File: config.mk
export PLATFORM = sky130hd
export DESIGN_NAME = bus_word_rx
export DESIGN_NICKNAME = d
export VERILOG_FILES = /design/src/rtl/bus_word_rx.sv
export SDC_FILE = /design/constraint.sdc
export NUM_CORES = 1
export LEC_CHECK = 0
export ABC_CLOCK_PERIOD_IN_PS = 2700
export CELL_PAD_IN_SITES_DETAIL_PLACEMENT = 0
export CELL_PAD_IN_SITES_GLOBAL_PLACEMENT = 2
export CORE_UTILIZATION = 25
export CTS_BUF_LIST = sky130_fd_sc_hd__clkbuf_16
export DETAILED_ROUTE_END_ITERATION = 7
export PLACE_DENSITY = 0.93
export SLEW_MARGIN = 20
export SYNTH_ARGS = -nofsm -noshare
export SYNTH_HDL_FRONTEND = slang
export SYNTH_SLANG_ARGS = --single-unit
File: constraint.sdc
create_clock -name clk -period 2.7 [get_ports clk]
set_input_delay 0.81 -clock clk [delete_from_list [all_inputs] [get_ports clk]]
set_output_delay 0.81 -clock clk [all_outputs]
set_load 0.005 [all_outputs]
File: src/rtl/bus_word_rx.sv
// Assembles two bus bytes (high first) into one instruction word and holds it
// in a single-entry output register behind a valid/ready handshake.
module bus_word_rx #(
   parameter int DW    = 8,
   parameter int OPC_W = 3
) (
   input  logic                  clk,
   input  logic                  rst,
   input  logic                  ena,
   input  logic [DW-1:0]         data,
   input  logic                  load,
   input  logic                  abort,
   input  logic                  word_ready,
   output logic                  word_valid,
   output logic [2*DW-1:0]       ir_word,
   output logic [OPC_W-1:0]      opcode,
   output logic [2*DW-OPC_W-1:0] ir_addr,
   output logic                  expect_lo,
   output logic                  overrun
);

   // state | meaning
   // HI    | awaiting the high byte
   // LO    | high byte staged, awaiting the low byte
   // FULL  | complete word held, waiting for the consumer
   typedef enum logic [1:0] {
      ST_HI   = 2'd0,
      ST_LO   = 2'd1,
      ST_FULL = 2'd2
   } state_t;

   state_t            state_q, state_d;
   logic [DW-1:0]     hi_stage_q, hi_stage_d;
   logic [2*DW-1:0]   ir_word_q, ir_word_d;
   logic              overrun_q, overrun_d;
   logic              ld, ab;

   // ena gates the fetch controls only; the output handshake is always live
   assign ld = ena & load;
   assign ab = ena & abort;

   always_ff @(posedge clk) begin
      if (rst) begin
         state_q    <= ST_HI;
         hi_stage_q <= '0;
         ir_word_q  <= '0;
         overrun_q  <= 1'b0;
      end else begin
         state_q    <= state_d;
         hi_stage_q <= hi_stage_d;
         ir_word_q  <= ir_word_d;
         overrun_q  <= overrun_d;
      end
   end

   always_comb begin
      state_d    = state_q;
      hi_stage_d = hi_stage_q;
      ir_word_d  = ir_word_q;
      overrun_d  = overrun_q;
      unique case (state_q)
         ST_HI: begin
            if (!ab && ld) begin
               hi_stage_d = data;
               state_d    = ST_LO;
            end
         end
         ST_LO: begin
            if (ab) begin
               hi_stage_d = '0;
               state_d    = ST_HI;
            end else if (ld) begin
               ir_word_d = {hi_stage_q, data};
               state_d   = ST_FULL;
            end
         end
         ST_FULL: begin
            // A byte arriving in the transfer cycle becomes the next high byte
            if (word_ready) begin
               if (ld) begin
                  hi_stage_d = data;
                  state_d    = ST_LO;
               end else begin
                  state_d = ST_HI;
               end
            end else if (ld) begin
               overrun_d = 1'b1;
            end
         end
         default: state_d = ST_HI;
      endcase
   end

   assign word_valid = (state_q == ST_FULL);
   assign expect_lo  = (state_q == ST_LO);
   assign overrun    = overrun_q;
   assign ir_word    = ir_word_q;
   assign opcode     = ir_word_q[2*DW-1 -: OPC_W];
   assign ir_addr    = ir_word_q[2*DW-OPC_W-1:0];

endmodule

==> run metrics <==
outcome complete, but fails checks; failing checks design-rule violations; Rel. slew slack 0.5851; Initial Util 0.2679; commonest non-fill, non-tap cell in the layout clkdlybuf4s50_1; main combinational cell family by area after synthesis compound AO/OA/AOI/OAI gates; Slew @ Worst Pin ~0.62 ns; Clock Sinks 27; Reg2Reg Setup Slack 0.81 ns; root buffer cell clkbuf_16; switch share 0.2394; synthesis-to-layout area growth 41.96%; Tot Pwr 0.9296 mW; nets 188; GPL Wtd Cong 0.7545; Final Util 0.3803; number of distinct library cells after synthesis 22; die area 5076 um2; crit-path max FO 8; unrepaired setup endpoints after global routing no; min Tclk post-route 2.423 ns; Synth Warn # 0; layout cells sized above 1 0.05917; Synth Register Bits 27; commonest cells after routing, fill and taps aside clkdlybuf4s50_1 (48), nand2_1 (35), dfxtp_1 (27); sequential element share of the synthesized area 0.4509; clk buf depth 2; CTS tree built; arrival time worst endpoint about 2.6 ns; final routed DRC violation total 4; design area 1702 um2; WL final 2.682 mm; clock latency on the worst-skew pair 0.26 ns; portion of netlist area occupied by mux cells 0.008351; hold crit path type reg2reg; Hold Fails Final Rpt 0; Worst-path clk slew 0.07 ns; DPL Wire Length 2.014 mm; VDD IR-drop max roughly 0.26 mV; P_leak 0.5986 nW; row count 24; Netlist Area Pre-Place around 1200 um2; Seq pwr share 0.470; TNS Setup 0 ns; Simple-Gate Fraction of Synth Area 0.1816; Vias/cell 4.538; # hold bufs at CTS 0; antenna violations before repair 0; initial DRC count 47; syn_nets around 150; Logic pwr share 0.169; Net Sw Power around 0.22 mW; Compound-Gate Fraction of Synth Area 0.1910; Buffers on Ports 48; Int Pwr 0.7071 mW; Slew Viols, Final 0; post-synthesis instance total 136; First-pass DRT Iterations 6; post_cts resized 0; post-synthesis adder-cell area fraction 0.04175; total gr overflow 0; die width approximately 70 um; part of the cycle the worst path needs 0.8975; Global Route Usage Sum 0.1129; # Post-CTS Setup Buffers 0; largest net degree at the start of global routing 17; vias in the first global route 943; H-Tree Depth 1; total of max-cap violations 0; Antenna Diode Count 0; Mapped Avg Cell Area just under 9 um2; antenna viol nets, final 0; Top Ports 49; routed vias 1003; critical path type in2reg; Core Region approximately 4500 um2; clock share of power 0.361; die height 71.25 um; Final Setup Violations 0; Critical Path Sink Type flop; Setup Skew 0.005391 ns; worst endpoint required time 2.90 ns; Critical Path Source Type primary input; fmax 412.7 MHz; global-route wire length before repair 4.512 mm; total CTS buffers 3; dpl cell area between 1500 and 2000 um2; Avg WL per Cell 12.14 um; PD cells 546.3 nW/um2; xor and xnor fraction of the mapped netlist area 0
[final cells by class]
type	instances	area [um2]
inverter	3	11.26
multi-input combinational	85	506.7
tap	52	65.06
timing repair buffer	50	495.5
clock buffer	3	75.07
sequential	27	540.5
fill	451	2773
clock inverter	1	7.507
[worst paths after layout]
check	from	endpoint	cells after the start
worst min register to register	hi_stage_q[0]	ir_word[8]	2
worst min-delay path	hi_stage_q[0]	ir_word[8]	2
worst max-delay path	ena	hi_stage_q[0]	5
worst max register to register	state_q[0]	hi_stage_q[0]	6
[cell families after synthesis]
kind of cell    after synthesis
simple gates                 47
flops                        27
fa+ha+maj                     4
mux                           1
buf+inv                      24
compound gates               33
[cells in the mapped netlist]
library cell  count  area share
mux2i_1           1      0.0084
a2111oi_4         1       0.023
a21oi_1          19       0.079
dfxtp_1          27        0.45
and2b_1           1      0.0063
a21boi_0          1      0.0063
nand3b_4          1       0.017
clkbuf_1          4       0.013
or2_2             1      0.0052
nand2b_1          1      0.0052
a21boi_1          1      0.0063
ha_1              4       0.042
nor3b_4           1       0.016
nand2_1          35        0.11
a221oi_1          1      0.0073
buf_2             1      0.0042
nand3_1           1      0.0042
a31oi_1           2       0.010
inv_1             3      0.0094
nor2_1            6       0.019
buf_4            16        0.10
a22o_1            8       0.058
[per-layer routing]
metal / track usage / part of all wire / vias up
met5: 0 / 0 / -
met4: 0.04000 / 0.0067 / 0
met3: 0.02813 / 0.056 / 2
met2: 0.1767 / 0.45 / 28
met1: 0.1514 / 0.48 / 467
li1: - / - / 506
[critical path, cell delays in order]
cell and delay [ns]:
clkdlybuf4s50_1 0.63, nand3b_4 0.15, a2111oi_4 0.40, nor3b_4 0.41, a22o_1 0.21
[sequential cells by signal, indices dropped and copies added (netlist names)]
signal,flops
hi_stage_q,8
overrun,1
state_q,2
ir_word,16
[power groups by stage]
stage | combinational (mW) | clock [mW] | sequential [mW]
after detailed placement | 0.158 | 0 | 0.446
after global placement | 0.155 | 0 | 0.447
final | 0.157 | 0.335 | 0.437
after CTS | 0.159 | 0.345 | 0.437
after floorplan | 0.0991 | 0 | 0.443
after global routing | 0.176 | 0.359 | 0.440
[through the flow]
step	std cells	hold slack (ns)	worst slack, ns
6_report	221	0.4485	0.2767
4_1_cts	221	0.4525	0.2888
2_1_floorplan	136	0.4315	0.7974
3_3_place_gp	217	0.4491	0.1131
5_1_grt	221	0.4899	0.1120
3_5_place_dp	217	0.4474	0.02986
No activity file was read; power rests on OpenSTA's default activity.
